`config.mk`:
```
export PLATFORM = sky130hd
export DESIGN_NAME = uart_io
export DESIGN_NICKNAME = d
export VERILOG_FILES = /design/src/rtl/uart_io_pkg.sv /design/src/rtl/uart_io_fifo.sv /design/src/rtl/uart_io.sv
export SDC_FILE = /design/constraint.sdc
export NUM_CORES = 1
export LEC_CHECK = 0
export ABC_AREA = 1
export BUFFER_PORTS_ARGS = -buffer_cell sky130_fd_sc_hd__buf_2
export CAP_MARGIN = 20
export CORE_ASPECT_RATIO = 1.2
export CORE_MARGIN = 1.5
export CORE_UTILIZATION = 45
export CTS_BUF_LIST = sky130_fd_sc_hd__clkbuf_8 sky130_fd_sc_hd__clkbuf_16
export CTS_CLUSTER_DIAMETER = 60
export DETAILED_ROUTE_END_ITERATION = 6
export SLEW_MARGIN = 40
export SYNTH_ARGS = -nofsm -noshare
export SYNTH_HDL_FRONTEND = slang
export SYNTH_SLANG_ARGS = --single-unit
```
`constraint.sdc`:
```
create_clock -name clk -period 4.26 [get_ports clk]
set_input_delay 0.852 -clock clk [delete_from_list [all_inputs] [get_ports clk]]
set_output_delay 0.852 -clock clk [all_outputs]
set_load 0.02 [all_outputs]
```
`src/rtl/uart_io_pkg.sv`:
```
// uart_io shared definitions: register offsets, STATUS bit positions, FSM states.
// Optional feature macro UART_IO_RX_FIFO_EN is consumed by uart_io.
package uart_io_pkg;

   localparam logic [1:0] OFF_DATA   = 2'd0;
   localparam logic [1:0] OFF_STATUS = 2'd1;
   localparam logic [1:0] OFF_DIVL   = 2'd2;
   localparam logic [1:0] OFF_DIVH   = 2'd3;

   localparam int ST_RXV  = 0;
   localparam int ST_TXR  = 1;
   localparam int ST_OVR  = 2;
   localparam int ST_IE   = 3;
   localparam int ST_FERR = 4;

   typedef enum logic [1:0] {
      TX_IDLE, TX_START, TX_DATA, TX_STOP
   } tx_state_t;

   typedef enum logic [1:0] {
      RX_IDLE, RX_START, RX_DATA, RX_STOP
   } rx_state_t;

endpackage

```
`src/rtl/uart_io_fifo.sv`:
```
// uart_io receive store: DEPTH-entry FIFO, push accepted when full only
// if a pop happens in the same cycle.
module uart_io_fifo
   import uart_io_pkg::*;
#(
   parameter int DEPTH = 1,
   parameter int W     = 8
) (
   input  logic         clk,
   input  logic         rst,
   input  logic         push,
   input  logic         pop,
   input  logic [W-1:0] din,
   output logic [W-1:0] dout,
   output logic         empty,
   output logic         full
);

   localparam int AW = (DEPTH > 1) ? $clog2(DEPTH) : 1;
   localparam int CW = $clog2(DEPTH + 1);

   logic [W-1:0]  mem [2**AW];
   logic [AW-1:0] rd_ptr;
   logic [AW-1:0] wr_ptr;
   logic [CW-1:0] count;
   logic          do_pop;
   logic          do_push;

   function automatic logic [AW-1:0] bump(input logic [AW-1:0] p);
      return (p == AW'(DEPTH - 1)) ? '0 : p + 1'b1;
   endfunction

   assign empty   = (count == '0);
   assign full    = (count == CW'(DEPTH));
   assign do_pop  = pop & ~empty;
   assign do_push = push & (~full | do_pop);
   assign dout    = mem[rd_ptr];

   always_ff @(posedge clk) begin
      if (rst) begin
         rd_ptr <= '0;
         wr_ptr <= '0;
         count  <= '0;
      end else begin
         if (do_push) begin
            mem[wr_ptr] <= din;
            wr_ptr      <= bump(wr_ptr);
         end
         if (do_pop)
            rd_ptr <= bump(rd_ptr);
         count <= count + CW'(do_push) - CW'(do_pop);
      end
   end

endmodule

```
`src/rtl/uart_io.sv`:
```
// Memory-mapped UART: DATA/STATUS/DIVL/DIVH window at BASE_ADDR.
// Define UART_IO_RX_FIFO_EN for a 4-entry RX FIFO (default: 1 byte).
module uart_io
   import uart_io_pkg::*;
#(
   parameter logic [15:0] BASE_ADDR = 16'hFF00,
   parameter logic [15:0] DIV_RESET = 16'd103
) (
   input  logic        clk,
   input  logic        rst,
   input  logic        read,
   input  logic [15:0] address,
   input  logic [7:0]  wdata,
   output logic [7:0]  rdata,
   output logic        sel,
   input  logic        rxd,
   output logic        txd,
   output logic        irq
);

`ifdef UART_IO_RX_FIFO_EN
   localparam int RX_DEPTH = 4;
`else
   localparam int RX_DEPTH = 1;
`endif

   logic [1:0]  off;
   logic        wr;
   logic        wr_data;
   logic        wr_status;
   logic [15:0] div;
   logic        ie;
   logic        ovr;
   logic        ferr;
   logic [7:0]  hold;
   logic        hold_full;
   logic        tx_ready;

   tx_state_t   tx_state;
   tx_state_t   tx_next;
   logic [15:0] tx_cnt;
   logic [15:0] tx_div;
   logic [2:0]  tx_bit;
   logic [7:0]  tx_sh;
   logic        tx_tick;
   logic        tx_load;

   rx_state_t   rx_state;
   rx_state_t   rx_next;
   logic        rx_s1;
   logic        rx_s2;
   logic        rx_prev;
   logic [15:0] rx_cnt;
   logic [15:0] rx_div;
   logic [16:0] rx_half;
   logic [2:0]  rx_bit;
   logic [7:0]  rx_sh;
   logic        rx_sample;
   logic        rx_push;
   logic        rx_ferr;
   logic        rx_pop;
   logic        rx_empty;
   logic        rx_full;
   logic        rx_valid;
   logic [7:0]  rx_dout;

   assign sel       = (address[15:2] == BASE_ADDR[15:2]);
   assign off       = address[1:0];
   assign wr        = sel & ~read;
   assign wr_data   = wr & (off == OFF_DATA);
   assign wr_status = wr & (off == OFF_STATUS);
   assign tx_ready  = ~hold_full;
   assign rx_valid  = ~rx_empty;
   assign rx_pop    = wr_status & wdata[ST_RXV];
   assign irq       = rx_valid | (tx_ready & ie);

   always_comb begin
      rdata = '0;
      case (off)
         OFF_DATA:   rdata = rx_dout;
         OFF_STATUS: rdata = {3'b000, ferr, ie, ovr, tx_ready, rx_valid};
         OFF_DIVL:   rdata = div[7:0];
         OFF_DIVH:   rdata = div[15:8];
         default:    rdata = '0;
      endcase
   end

   always_ff @(posedge clk) begin
      if (rst) begin
         div  <= DIV_RESET;
         ie   <= 1'b0;
         ovr  <= 1'b0;
         ferr <= 1'b0;
      end else begin
         if (wr & (off == OFF_DIVL)) div[7:0]  <= wdata;
         if (wr & (off == OFF_DIVH)) div[15:8] <= wdata;
         if (wr_status) begin
            ie <= wdata[ST_IE];
            if (wdata[ST_OVR])  ovr  <= 1'b0;
            if (wdata[ST_FERR]) ferr <= 1'b0;
         end
         if (rx_push & rx_full & ~(rx_pop & ~rx_empty)) ovr <= 1'b1;
         if (rx_ferr) ferr <= 1'b1;
      end
   end

   always_comb begin
      tx_next = tx_state;
      tx_tick = (tx_cnt == tx_div);
      unique case (tx_state)
         TX_IDLE:  if (hold_full) tx_next = TX_START;
         TX_START: if (tx_tick) tx_next = TX_DATA;
         TX_DATA:  if (tx_tick && tx_bit == 3'd7) tx_next = TX_STOP;
         TX_STOP:  if (tx_tick) tx_next = hold_full ? TX_START : TX_IDLE;
      endcase
      tx_load = (tx_next == TX_START) && (tx_state != TX_START);
   end

   always_ff @(posedge clk) begin
      if (rst) begin
         tx_state  <= TX_IDLE;
         tx_cnt    <= '0;
         tx_div    <= DIV_RESET;
         tx_bit    <= '0;
         tx_sh     <= '0;
         hold      <= '0;
         hold_full <= 1'b0;
      end else begin
         tx_state <= tx_next;
         tx_cnt   <= (tx_state == TX_IDLE || tx_tick) ? '0 : tx_cnt + 16'd1;
         if (tx_state == TX_IDLE || tx_tick) tx_div <= div;
         if (tx_state == TX_DATA && tx_tick) begin
            tx_sh  <= tx_sh >> 1;
            tx_bit <= tx_bit + 3'd1;
         end
         if (tx_load) begin
            tx_sh     <= hold;
            tx_bit    <= '0;
            hold_full <= 1'b0;
         end else if (wr_data && !hold_full) begin
            hold      <= wdata;
            hold_full <= 1'b1;
         end
      end
   end

   assign txd = (tx_state == TX_START) ? 1'b0 :
                (tx_state == TX_DATA)  ? tx_sh[0] : 1'b1;

   // +2 offsets the synchronizer and edge-detect delay so sampling lands mid-bit
   assign rx_half = ({1'b0, rx_div} + 17'd1) >> 1;

   always_comb begin
      rx_next   = rx_state;
      rx_sample = 1'b0;
      rx_push   = 1'b0;
      rx_ferr   = 1'b0;
      unique case (rx_state)
         RX_IDLE:  if (rx_prev & ~rx_s2) rx_next = RX_START;
         RX_START: if ({1'b0, rx_cnt} + 17'd2 >= rx_half) begin
            rx_sample = 1'b1;
            rx_next   = rx_s2 ? RX_IDLE : RX_DATA;
         end
         RX_DATA:  if (rx_cnt == rx_div) begin
            rx_sample = 1'b1;
            if (rx_bit == 3'd7) rx_next = RX_STOP;
         end
         RX_STOP:  if (rx_cnt == rx_div) begin
            rx_sample = 1'b1;
            rx_next   = RX_IDLE;
            rx_push   = rx_s2;
            rx_ferr   = ~rx_s2;
         end
      endcase
   end

   always_ff @(posedge clk) begin
      if (rst) begin
         rx_s1    <= 1'b1;
         rx_s2    <= 1'b1;
         rx_prev  <= 1'b1;
         rx_state <= RX_IDLE;
         rx_cnt   <= '0;
         rx_div   <= DIV_RESET;
         rx_bit   <= '0;
         rx_sh    <= '0;
      end else begin
         rx_s1    <= rxd;
         rx_s2    <= rx_s1;
         rx_prev  <= rx_s2;
         rx_state <= rx_next;
         rx_cnt   <= (rx_state == RX_IDLE || rx_sample) ? '0 : rx_cnt + 16'd1;
         if (rx_state == RX_IDLE || rx_sample) rx_div <= div;
         if (rx_state == RX_START) rx_bit <= '0;
         if (rx_state == RX_DATA && rx_sample) begin
            rx_sh  <= {rx_s2, rx_sh[7:1]};
            rx_bit <= rx_bit + 3'd1;
         end
      end
   end

   uart_io_fifo #(.DEPTH(RX_DEPTH), .W(8)) u_rx_fifo (
      .clk   (clk),
      .rst   (rst),
      .push  (rx_push),
      .pop   (rx_pop),
      .din   (rx_sh),
      .dout  (rx_dout),
      .empty (rx_empty),
      .full  (rx_full)
   );

endmodule

```
==> Word-level counts from Yosys, hierarchy flattened <==
Memory sizes are Yosys's and may differ from the RTL's. A register that Yosys moved wholly into a read port is not among the register bits.
Index checks and enable logic that the tools add are counted.
{ "classes": {"reduce_logical": 25, "n_bitwise": 20, "addsub": 10, "mux": 40, "n_lt_le_gt_ge": 1, "n_eq_ne": 21} }
{ "op_table": {"columns": ["cell", "n"], "rows": [
  ["$add A16 B1 Y16 const B", 2],
  ["$eq A16 B16 Y1", 2],
  ["$pmux W8 S4", 1],
  ["$mux W1", 22],
  ["$mux W2", 10],
  ["$add A16 B1 Y17 const B", 1],
  ["$add A16 B2 Y17 const B", 1],
  ["$ge A17 B16 Y1", 1],
  ["$mux W8", 2],
  ["$pmux W2 S4", 2],
  ["$eq A14 B14 Y1 const B", 1],
  ["$and A1 B1 Y1", 12],
  ["$eq A2 B2 Y1 const B", 6],
  ["$reduce_bool A2 Y1", 6],
  ["$ne A2 B2 Y1 const B", 5],
  ["$eq A2 B1 Y1 const B", 4],
  ["$reduce_or A2 Y1", 4],
  ["$add A3 B1 Y3 const B", 2],
  ["$eq A3 B3 Y1 const B", 2],
  ["$logic_not A2 Y1", 3],
  ["$mux W3", 2],
  ["$not A1 Y1", 6],
  ["$reduce_and A2 Y1", 3],
  ["$logic_and A1 B1 Y1", 5],
  ["9 further kinds", 12]
]} }
{ "word_totals": {"ff_bits": 124, "ram_bits": 16, "n_memories": 1, "wordCells": 141, "in_bits": 28} }
{ "mem_list": {"columns": ["name", "depth", "word_bits", "read_ports", "rd_clocked_by_memory_dff", "write_ports", "line", "rtl"], "rows": [
  ["u_rx_fifo.mem", 2, 8, 1, 1, 1, "uart_io_fifo.sv:22", "logic [W-1:0] mem [2**AW];"]
]} }

==> Depth between registers and ports, before layout <==
Gate-level depths: netlist (run 1).
{ "logic_depth": {"ltp_word": 10, "mapped_depth": 22, "mapped_depth_nobuf": 21} }

==> Cells and area by module <==
Synthesis (run 1) repeated with hierarchy kept, for this count alone.
{ "hier_totals": {"cells_unflattened": 890, "area_unflattened_um2": 6577.6} }
{ "modules_own_cells": {"columns": ["module", "area_each_um2", "cells_per_inst", "seq_area_each_um2", "n_inst"], "rows": [
  ["uart_io", 6286.0, 873, 2422.3, 1],
  ["uart_io_fifo", 291.5, 17, 260.2, 1]
]} }

==> Least setup slack after synthesis (run 1) <==
Ideal clock, no wire load.
{ "synth_timing": {"kind": "register to register", "start": "register rx_div[0]", "end": "register rx_cnt[12]", "path_slack_ps": 1372, "n_path_buf": 1, "synth_period_minus_slack_ps": 2888, "arrival_time_ps": 2818, "setup_time_ps": 70, "path_stages_with_launch": 23, "path_cell_list": "dfxtp_1 -> ha_1 -> nand3_1 -> nor2_1 -> nand3_1 -> nor2_1 -> nand3_1 -> nor2_1 -> xor2_1 -> inv_1 -> ha_1 -> nand2_1 -> inv_1 -> nand3_1 -> nor2_1 -> a211oi_1 -> nand2_1 -> nand2_1 -> nand2_4 -> nand2_4 -> nand2_2 -> buf_6 -> a21oi_1"} }
{ "synth_between": {"elab_chain_len": 6} }
{ "synth_lines": {"columns": ["item", "line", "rtl"], "rows": [
  ["start: declaration", "uart_io.sv:54", "logic [15:0] rx_div;"],
  ["start signal: assignment", "uart_io.sv:193", "if (rx_state == RX_IDLE || rx_sample) rx_div <= div;"],
  ["$add A16 B1 Y17", "uart_io.sv:151", "assign rx_half = ({1'b0, rx_div} + 17'd1) >> 1;"],
  ["$ge A17 B16 Y1", "uart_io.sv:160", "RX_START: if ({1'b0, rx_cnt} + 17'd2 >= rx_half) begin"],
  ["$mux W1", "uart_io.sv:160", null],
  ["$pmux W1 S2 (*)", "uart_io.sv:158", "unique case (rx_state)"],
  ["$logic_or A1 B1 Y1 (*)", "uart_io.sv:192", "rx_cnt <= (rx_state == RX_IDLE || rx_sample) ? '0 : rx_cnt + 16'd1;"],
  ["$reduce_or A2 Y1 (no source line) (*)", null, null],
  ["end signal: assignment", "uart_io.sv:192", null],
  ["end: declaration", "uart_io.sv:53", "logic [15:0] rx_cnt;"]
]} }
Every way passes the cells marked *; elsewhere a longest branch is shown, timed or not.
A chain may end at the register's enable or synchronous reset.

==> Final worst setup path (run 1) <==
{ "layout_timing": {"start": "register rx_div[1]", "end": "register rx_cnt[2]"} }
The elaborated chain is that of the path after synthesis.

==> results by group, run 1 <==
Placement
  – Pre-CTS WS: around 0.79 ns
  – GP Congestion: between 0.9 and 1
  – Placed wire-length estimate: 12,000 µm
  – Port-buffer cells: 38

Clock network
  – Clk_lat worst skew: 0.42 ns
  – Cts repair resizes: 0
  – CTS sink cnt: 130
  – TritonCTS Buffers: 17
  – Hold buffers post-CTS: 0
  – CTS tree: done
  – Clock transition at the registers of the reported paths: approximately 0.06 ns
  – Root buf cell: clkbuf_16
  – Max Root-Sink Buffers: 2
  – H-tree lvl count: 4
  – Post-CTS setup buffers: 0

Critical path
  – CP max stage delay: 0.39 ns
  – Critical Path Stages: 21
  – R2R depth: 21
  – CP Launch Type: flip-flop
  – Critical path type: reg -> reg
  – WP data required: 4.60 ns
  – WP buf/inv: 2
  – CP endpoint kind: flip-flop
  – CP Cell Sequence: ha_1 -> nand3_1 -> nor2_1 -> nand3_1 -> nor2_1 -> nand3_1 -> nor2_1 -> xor2_1 -> inv_1 -> ha_1 -> nand2_1 -> inv_1 -> nand3_1 -> nor2_1 -> a211oi_1 -> nand2_1 -> nand2_1 -> nand2_4 -> nand2_4 -> nand2_2 -> nor3_1
  – Crit path DAT: 3.77 ns
  – Worst path top cell family by delay: simple AND/OR/NAND/NOR gates
  – Critical path peak fanout: 19
  – CP max stage cell: dfxtp_1

Route
  – Drt pass-1 iters: 5
  – Wirelength, routed: around 16,000 µm
  – WL/cell: 13.8 µm
  – Vias per inst: 5.01
  – Residual DRC count: 0
  – Via Count: 5,804
  – Drt initial violations: roughly 250
  – ANT nets after route: 0

Die
  – Core area: 14,500 µm²
  – Die area: 15,700 µm²
  – Die Y: 137 µm
  – Num rows: 48
  – Initial Utilization: between 40% and 50%
  – Die W: 115 µm
  – Boundary Pins: 39

STA
  – RSZ-0062 raised after global routing: no
  – Max Fclk: 0.291 GHz
  – Final Hold Vio Count: 0
  – Worst setup margin: ~0.83 ns
  – Max-slew headroom: 51.9%
  – Worst slew pin tran: 0.719 ns
  – Tmin final: around 3.4 ns
  – Final Max Slew Viols: 0
  – Setup_tns: 0 ns
  – Final period utilization: about four fifths
  – Clock skew: 0.0138 ns
  – Final setup vio count: 0

Layout
  – Fraction of layout cells with a size suffix above 1: roughly 11%
  – Area Overhead vs Synth: 13.4%
  – # nets final: 997
  – Antenna Cells: 0
  – Most common cell after layout, fill and taps aside: nand2_1
  – Most used cells in the layout excluding fill and tap cells: nand2_1 (216), dfxtp_1 (122), inv_1 (102), nor2_1 (95), a21oi_1 (63)

Global route
  – Overflow after GRT: 0
  – First-pass GRT wire length: approximately 27,000 µm
  – Initial antenna violation count: 0
  – Vias in the first global route: ~5,700
  – Tot GR Track Use: 22.1%
  – Largest net degree at the start of global routing: 52

Power and ir drop
  – Pwr Density: 363 nW/µm²
  – Leakage Power: 3.08 nW
  – VDD IR max: between 0.2 and 0.25 mV

Synth
  – Syn Nets: 965
  – Syn avg cell area: 7.38 µm²
  – Sequential-to-total area share from yosys stat: about two fifths
  – Post-synthesis register bit count: 130
  – Count of different cell masters after synthesis: 47
  – Synth warn: 0
  – Post-Syn Area: around 6700 µm²
  – Cells after synthesis: 913

Min path
  – Hold path depth: 1
  – Hold Crit Class: reg -> reg

Job
  – Total of max-cap violations: 0

Status
  – Status: finished clean
[routing by layer]
layer | vias to the layer above | global-route usage [%] | share of wire, %
met1 | 2621 | 26.1 | 44
met5 | - | 0 | 0
li1 | 3062 | - | -
met3 | 28 | 3.72 | 3.0
met2 | 93 | 39.0 | 50
met4 | 0 | 10.2 | 2.7
[kinds of logic after synthesis]
group                      after synthesis  share of synthesized area [%]
DFF                                    130                           39.8
xor gates and xnor gates                49                           6.37
buffers and inverters                  135                           8.08
adders and majority gates               24                           4.46
AOI/OAI and AO/OA                      133                           11.8
and+or+nand+nor                        442                           29.5
[sequential cells by signal (all words and copies together), names as in the netlist, 2 cells and up, named ones only]
register,flops
tx_cnt,16
tx_sh,8
u_rx_fifo.mem,8
rx_div,16
tx_state,2
rx_cnt,16
hold,8
rx_sh,8
div,16
tx_bit,3
rx_bit,3
tx_div,16
[power by group]
group          switching [mW]  internal (mW)
Clock                   0.555          0.874
Sequential            0.00557           1.23
Combinational          0.0723         0.0333
[stage by stage]
step / cells / utilization (%) / power, mW / cell area, µm² / hold WS, ns
CTS: 1158 / 52.6 / 2.80 / 7640 / 0.408
finish: 1158 / 52.6 / 2.77 / 7640 / 0.406
global placement: 1126 / 48.6 / 1.37 / 7060 / 0.394
floorplan: 913 / - / 1.33 / 6740 / 0.389
global route: 1158 / 52.6 / 2.86 / 7640 / 0.429
detailed placement: 1126 / 48.6 / 1.37 / 7060 / 0.394
[cell usage after synthesis, drive strengths merged]
master	n	area share, %
inv	104	5.8
o211ai	7	0.85
o21ai	30	2.2
a21oi	64	4.8
or2	6	0.56
nand2	224	13
edfxtp	8	3.6
xor2	30	3.9
o221ai	3	0.39
a211oi	20	2.2
nand3	55	4.7
xnor2	19	2.5
nand4	22	2.0
ha	24	4.5
clkbuf	16	0.91
dfxtp	122	36
nor2	102	6.0
nand3b	2	0.22
nor3	18	1.4
nor4	6	0.78
nor3b	6	0.82
and3	1	0.093
o21bai	2	0.39
o2111ai	5	0.65
clkinv	2	0.11
o31ai	1	0.11
a21o	1	0.11
buf	13	1.3
[area by class of cell]
type	instances	area, µm²
sequential	130	2680
multi-input combinational	648	3510
clock inverter	14	140
clock buffer	18	439
fill	1485	6890
tap	200	250
inverter	106	398
timing repair buffer	42	220
[worst register-to-register path: cells and delay by family, from the launching register on]
kind,cells,cell delay (ns)
compound gates,1,0.17
xor+xnor,1,0.16
fa+ha+maj,2,0.47
buf+inv,2,0.10
flops,1,0.39
simple gates,15,2.08
[worst paths after layout]
kind | from | slack, ns | endpoint
setup reg to reg | rx_div[1]$_SDFFE_PP1P_ | 0.83 | rx_cnt[2]$_SDFF_PP0_
hold reg to reg | rx_s1$_SDFF_PP1_ | 0.41 | rx_s2$_SDFF_PP1_
hold / removal | rx_s1$_SDFF_PP1_ | 0.41 | rx_s2$_SDFF_PP1_
setup / recovery | rx_div[1]$_SDFFE_PP1P_ | 0.83 | rx_cnt[2]$_SDFF_PP0_
No activity file was read; power rests on OpenSTA's default activity.
==> run 2: changes to the inputs <==
ABC_AREA = 0   (was 1)
clock period = 3.1 ns   (was 4.26 ns; I/O delays follow)
==> run 2 against run 1 <==
Register-to-register slack worse by 0.70 ns. Largest cell class unchanged. Global-route usage is 2.3 points lower. Critical endpoint is now rx_state[0]$_SDFFE_PP0P_. Synthesized cell count is 23% lower.
==> results by group, run 2 <==
Status
  – Status: finished clean

Synth
  – Synth warn: 0 (unchanged)
  – Post-synthesis register bit count: 130 (unchanged)
  – Syn Nets: 751 (-22%)
  – Count of different cell masters after synthesis: 50 (+6.4%)
  – Syn avg cell area: 9.35 µm² (+27%)
  – Post-synth top flop: dfxtp_1
  – Post-synth EDFFs: 8 (unchanged)
  – Top cells by count, synth: dfxtp_1 (122), nor2_1 (85), xnor2_1 (57)
  – Synth top area cells: dfxtp_1 (37%), mux2i_1 (8.6%), xnor2_1 (7.6%)
  – Cells after synthesis: 699 (-23%)
  – Sequential-to-total area share from yosys stat: 41.0% (+1.2 points)
  – Post-synth top area share: 37.4% (+1.1 points)
  – Post-synth top area cell: dfxtp_1
  – Cell with the most instances after synthesis: dfxtp_1
  – Fraction of registers with async set/reset: 0% (unchanged)
  – Post-Syn Area: 6540 µm² (-3.0%)

STA
  – Clock skew: 0.00704 ns (-0.00675 ns)
  – Setup_tns: 0 ns (unchanged)
  – Max Fclk: 0.336 GHz (+15%)
  – Final period utilization: 96.0% (+15 points)
  – Tmin final: 2.98 ns (-0.458 ns)
  – Final Max Slew Viols: 0 (unchanged)
  – Final Hold Vio Count: 0 (unchanged)
  – Max-slew headroom: 46.1% (-5.8 points)
  – Final setup vio count: 0 (unchanged)
  – RSZ-0062 raised after global routing: no
  – Worst slew pin tran: 0.809 ns (+0.0893 ns)
  – Fin Hold WS: 0.401 ns (-0.00505 ns)

Critical path
  – Reg2Reg Setup Slack: 0.12 ns (-0.70 ns)
  – WP buf/inv: 1 (-1)
  – CP endpoint kind: flip-flop
  – Critical path type: reg -> reg
  – Worst path top cell family by delay: simple AND/OR/NAND/NOR gates
  – RR Endpoint: rx_state[0]$_SDFFE_PP0P_
  – CP max stage cell: dfxtp_1
  – R2R depth: 14 (-33%)
  – CP Launch Type: flip-flop
  – FF-to-FF Start: rx_div[2]$_SDFFE_PP1P_
  – Critical path peak fanout: 4 (-15)
  – Crit path DAT: 3.28 ns (-0.49 ns)
  – CP Cell Sequence: and2_4 -> and4_1 -> and3_2 -> and3_4 -> nand2_1 -> xor2_1 -> ha_1 -> a211oi_2 -> o21ai_0 -> o211ai_1 -> nand3b_1 -> o211a_1 -> buf_4 -> mux2_2
  – Critical Path Stages: 14 (-33%)
  – CP max stage delay: 0.33 ns (-0.06 ns)
  – WP data required: 3.40 ns (-1.20 ns)

Placement
  – GP Congestion: 0.887 (-2.5%)
  – Placed wire-length estimate: 10,300 µm (-14%)
  – Dpl cell area: 7020 µm² (-0.62%)
  – Placed cell count: 900 (-20%)
  – Port-buffer cells: 38 (unchanged)

Layout
  – Fraction of layout cells with a size suffix above 1: 17.0% (+5.7 points)
  – # nets final: 797 (-20%)
  – Final std cells w/o fill: 933 (-19%)
  – Post-route cell area: 7700 µm² (+0.72%)
  – Most common cell after layout, fill and taps aside: dfxtp_1
  – Register area: 2680 µm² (unchanged)
  – Area Overhead vs Synth: 17.7%
  – Antenna Cells: 0 (unchanged)
  – Area of the multi-input gates: 3690 µm² (+5.2%)
  – FILL cells: 1,291 (-13%)
  – Most used cells in the layout excluding fill and tap cells: dfxtp_1 (122), nor2_1 (85), xnor2_1 (57), mux2i_1 (56), nand2_1 (43)

Route
  – Drt initial violations: 245 (-2.4%)
  – DR WL met3: 477 µm (+0.63%)
  – Residual DRC count: 0 (unchanged)
  – WL/cell: 15.6 µm (+14%)
  – Wirelength, routed: 14,600 µm (-8.5%)
  – Met2 wire length: 7090 µm (-11%)
  – Metal-1 WL: 6690 µm (-5.5%)
  – ANT nets after route: 0 (unchanged)
  – DR top layer: met4
  – Vias per inst: 5.33 (+6.4%)
  – Drt pass-1 iters: 5 (unchanged)
  – Via Count: 4,975 (-14%)

Clock network
  – CTS sink cnt: 130 (unchanged)
  – Clk_lat worst skew: 0.42 ns (about the same)
  – H-tree lvl count: 4 (unchanged)
  – Clock transition at the registers of the reported paths: 0.06 ns (about the same)
  – CTS tree: done
  – Root buf cell: clkbuf_16
  – TritonCTS Buffers: 17 (unchanged)
  – Max Root-Sink Buffers: 2 (unchanged)
  – Hold buffers post-CTS: 0 (unchanged)

Global route
  – Initial antenna violation count: 0 (unchanged)
  – Overflow after GRT: 0 (unchanged)
  – Tot GR Track Use: 19.8% (-2.3 points)
  – Vias in the first global route: 4,822 (-16%)
  – First-pass GRT wire length: 23,900 µm (-12%)
  – Largest net degree at the start of global routing: 81 (+56%)

Power and ir drop
  – Leakage Power: 3.01 nW (-2.2%)
  – Pwr Density: 510 nW/µm² (+41%)
  – VDD IR max: 0.351 mV (+42%)

Min path
  – Hold Crit Class: in -> reg
  – Hold Crit Start: rxd
  – Hold EP: rx_s1$_SDFF_PP1_
  – Hold path depth: 2 (+1)

Die
  – Boundary Pins: 39 (unchanged)
  – Num rows: 48 (unchanged)
  – Initial Utilization: 45.7% (-0.61 points)
  – Die W: 113 µm (-1.4%)
  – Die area: 15,300 µm² (-2.9%)
  – Core area: 14,300 µm² (-1.7%)
  – Die Y: 135 µm (-1.5%)

Job
  – Total of max-cap violations: 0 (unchanged)
[run 2: report_power, final]
group	internal [mW]	switching (mW)	total [mW]
combinational	0.0446	0.0641	0.109
clock	1.35	0.775	2.13
sequential	1.69	0.00226	1.69
[run 2: cell families after synthesis]
group                      count (synthesis)  synth area share (%)
xor gates and xnor gates                  89                  11.9
muxes                                     67                  11.3
and+or+nand+nor                          283                  22.3
buffers and inverters                     50                  3.08
AOI/OAI and AO/OA                         56                  5.74
DFF                                      130                  41.0
adders and majority gates                 24                  4.59
[run 2: per-stage QoR]
| stage | util (%) | setup WS, ns | total power [mW] |
|---|---|---|---|
| 6_report | 53.9 | 0.123 | 3.93 |
| 5_1_grt | 53.9 | 0.000997 | 4.05 |
| 4_1_cts | 53.5 | 0.0593 | 3.96 |
| 3_5_place_dp | 49.1 | 0.0684 | 1.83 |
| 3_3_place_gp | 49.1 | 0.177 | 1.83 |
| 2_1_floorplan | - | 0.0777 | 1.79 |
[run 2: per-layer routing]
layer | vias up | GRT usage [%]
li1 | 2507 | -
met3 | 22 | 3.73
met1 | 2354 | 25.1
met4 | 0 | 8.61
met2 | 92 | 32.9
met5 | - | 0
[run 2: final cells by class]
type | count | share of cell area [%]
clock buffer | 17 | 5.53
timing repair buffer | 67 | 5.64
multi-input combinational | 519 | 48.0
sequential | 130 | 34.8
clock inverter | 15 | 2.67
inverter | 10 | 0.488
tap | 175 | 2.84
[run 2: timing repair]
action	in CTS	in global routing
gates resized for setup	0	12
setup buffers	0	1
setup endpoints to repair	0	34
[run 2: worst max-delay path by stage]
stage	from	end
2_1_floorplan	address[3]	u_rx_fifo.mem[0][0]$_DFFE_PP_
3_3_place_gp	address[3]	div[6]$_SDFFE_PP1P_
3_5_place_dp	rx_div[2]$_SDFFE_PP1P_	rx_div[14]$_SDFFE_PP0P_
4_1_cts	rx_div[2]$_SDFFE_PP1P_	rx_div[3]$_SDFFE_PP0P_
5_1_grt	rx_div[2]$_SDFFE_PP1P_	rx_state[0]$_SDFFE_PP0P_
6_report	rx_div[2]$_SDFFE_PP1P_	rx_state[0]$_SDFFE_PP0P_
==> run 3: changes to the inputs <==
ABC_AREA = 1   (was 0)
CORE_UTILIZATION = 35   (was 45)
SLEW_MARGIN = 20   (was 40)
==> run 3 against run 2 <==
Clock-buffer cell count is 1 higher. Non-clock buffer count is 1 higher. Largest power group unchanged. Critical path depth grew 6. Worst setup slack better by 0.0071 ns. Worst hold slack got worse by 0.017 ns. Routed wire length increased by 16%. Die area increased by 32%. Maximum frequency grew 0.24%. Critical path type unchanged. Power shrank 2.0%. Cell count is 33% higher. Combinational power grew 66%. Via count up 21%.
==> results by group, run 3 (synthesized netlist as in run 1, its figures left out) <==
Job
  – Total of max-cap violations: 0 (unchanged)

Layout
  – Antenna Cells: 0 (unchanged)
  – # nets final: 1,023 (+28%)
  – Final std cells w/o fill: 1,240 (+33%)
  – Most used cells in the layout excluding fill and tap cells: nand2_1 (213), dfxtp_1 (118), inv_1 (99), nor2_1 (89), a21oi_1 (57)
  – Post-route cell area: 8140 µm² (+5.7%)
  – Most common cell after layout, fill and taps aside: nand2_1
  – Post-route core utilization: 43.2% (-11 points)
  – Fraction of layout cells with a size suffix above 1: 16.9% (-0.15 points)
  – Area Overhead vs Synth: 20.8%

Route
  – Wirelength, routed: 16,900 µm (+16%)
  – Residual DRC count: 0 (unchanged)
  – Drt pass-1 iters: 4 (-1)
  – Vias per inst: 4.84 (-9.2%)
  – Drt initial violations: 257 (+4.9%)
  – Via Count: 6,003 (+21%)
  – ANT nets after route: 0 (unchanged)
  – WL/cell: 13.7 µm (-13%)

Critical path
  – CP Cell Sequence: nand3_4 -> nor2_4 -> inv_2 -> nor3_4 -> nand3_2 -> nor3b_2 -> nand2_1 -> xor2_1 -> ha_1 -> buf_4 -> a211oi_2 -> nand2_1 -> nand2_1 -> nand2_1 -> nand2_2 -> nand2_4 -> nand2_8 -> buf_8 -> nand2_1 -> a21oi_2
  – Critical path peak fanout: 5 (+1)
  – CP endpoint kind: flip-flop
  – CP max stage delay: 0.37 ns (+0.04 ns)
  – Crit path DAT: 3.31 ns (+0.03 ns)
  – CP Launch Type: flip-flop
  – CP max stage cell: dfxtp_4
  – Critical path type: reg -> reg
  – Crit-path most repeated cell: nand2_1
  – WP data required: 3.44 ns (+0.04 ns)

Global route
  – Overflow after GRT: 0 (unchanged)
  – Vias in the first global route: 5,660 (+17%)
  – Initial antenna violation count: 0 (unchanged)
  – Tot GR Track Use: 17.3% (-2.4 points)
  – Largest net degree at the start of global routing: 35 (-57%)
  – First-pass GRT wire length: 27,700 µm (+16%)

STA
  – Tmin final: 2.97 ns (-0.00710 ns)
  – Final period utilization: 95.8% (-0.23 points)
  – Setup_tns: 0 ns (unchanged)
  – RSZ-0062 raised after global routing: yes
  – Final Max Slew Viols: 0 (unchanged)
  – Final Hold Vio Count: 0 (unchanged)
  – Final setup vio count: 0 (unchanged)
  – Max Fclk: 0.337 GHz (+0.24%)
  – Worst setup margin: 0.130 ns (+0.00710 ns)
  – Max-slew headroom: 61.1% (+15 points)
  – Worst slew pin tran: 0.578 ns (-0.231 ns)
  – Fin Hold WS: 0.384 ns (-0.0168 ns)
  – Clock skew: 0.0150 ns (+0.00799 ns)

Die
  – Die Y: 155 µm (+15%)
  – Boundary Pins: 39 (unchanged)
  – Die area: 20,100 µm² (+32%)
  – Die W: 130 µm (+15%)
  – Initial Utilization: 35.7% (-10 points)
  – Num rows: 55 (+15%)
  – Core area: 18,900 µm² (+32%)

Placement
  – Placed wire-length estimate: 12,400 µm (+20%)
  – Port-buffer cells: 38 (unchanged)
  – Placed cell count: 1,205 (+34%)
  – GP Congestion: 0.870 (-1.9%)
  – Dpl cell area: 7320 µm² (+4.3%)
  – Pre-CTS WS: 0.0971 ns (+0.0287 ns)

Power and ir drop
  – Leakage Power: 3.24 nW (+7.8%)
  – Total power: 3.85 mW (-2.0%)
  – VDD IR max: 0.306 mV (-13%)
  – Pwr Density: 473 nW/µm² (-7.2%)

Clock network
  – Root buf cell: clkbuf_16
  – Hold buffers post-CTS: 0 (unchanged)
  – CTS tree: done
  – Max Root-Sink Buffers: 2 (unchanged)
  – TritonCTS Buffers: 17 (unchanged)
  – H-tree lvl count: 4 (unchanged)
  – Clk_lat worst skew: 0.42 ns (about the same)
  – Clock transition at the registers of the reported paths: 0.06 ns (about the same)
  – CTS sink cnt: 130 (unchanged)

Status
  – Status: finished clean

Min path
  – Hold Crit Class: in -> reg
run 3: changes by cell type in the layout (fill, tap and decap cells not counted), sizes merged, moves of 11 or more:
cell,before,now
inv,15,109
a211oi,9,20
nand2,43,224
o21ai,5,30
a21oi,20,64
and3,22,1
mux2i,56,0
nor2,86,102
nand2b,28,0
nand3,17,55
xnor2,57,19
run 3: metal layers:
metal / global-route usage (%) / up-vias / part of all wire (%)
li1: - / 3127 / -
met1: 21.0 / 2737 / 45
met2: 30.2 / 115 / 50
met3: 2.89 / 24 / 3.6
met4: 6.98 / 0 / 1.8
met5: 0 / - / 0
run 3: where the power goes:
group,switching [mW],internal (mW)
combinational,0.112,0.0694
clock,0.812,1.16
sequential,0.00743,1.69
total,0.931,2.92
run 3: final timing paths:
check,start,endpoint,slack [ns],cells after the start
worst max register to register,rx_div[1]$_SDFFE_PP1P_,rx_div[3]$_SDFFE_PP0P_,0.13,20
worst min-delay path,rxd,rx_s1$_SDFF_PP1_,0.38,2
worst min register to register,rx_s1$_SDFF_PP1_,rx_s2$_SDFF_PP1_,0.40,1
worst max-delay path,rx_div[1]$_SDFFE_PP1P_,rx_div[3]$_SDFFE_PP0P_,0.13,20
run 3: area by class of cell:
type | instances | area [µm²]
Clock buffer | 18 | 450
Clock inverter | 14 | 130
Fill cell | 1927 | 10700
Inverter | 106 | 398
Multi-Input combinational cell | 648 | 3660
Sequential cell | 130 | 2690
Tap cell | 256 | 320
Timing Repair Buffer | 68 | 482
run 3: timing repair:
| item | CTS | global route |
|---|---|---|
| endpoints found under the setup margin | 0 | 34 |
| resized for setup | 0 | 48 |
| buffers inserted | 0 | 1 |
run 3: critical path, delay by kind of cell (launching register included):
| family | cells | cell delay (ns) |
|---|---|---|
| flip-flops | 1 | 0.37 |
| AO/OA/AOI/OAI | 2 | 0.31 |
| AND/OR/NAND/NOR | 13 | 1.40 |
| buffers and inverters | 3 | 0.32 |
| XOR/XNOR | 1 | 0.15 |
| adder cells (fa/ha/maj) | 1 | 0.33 |
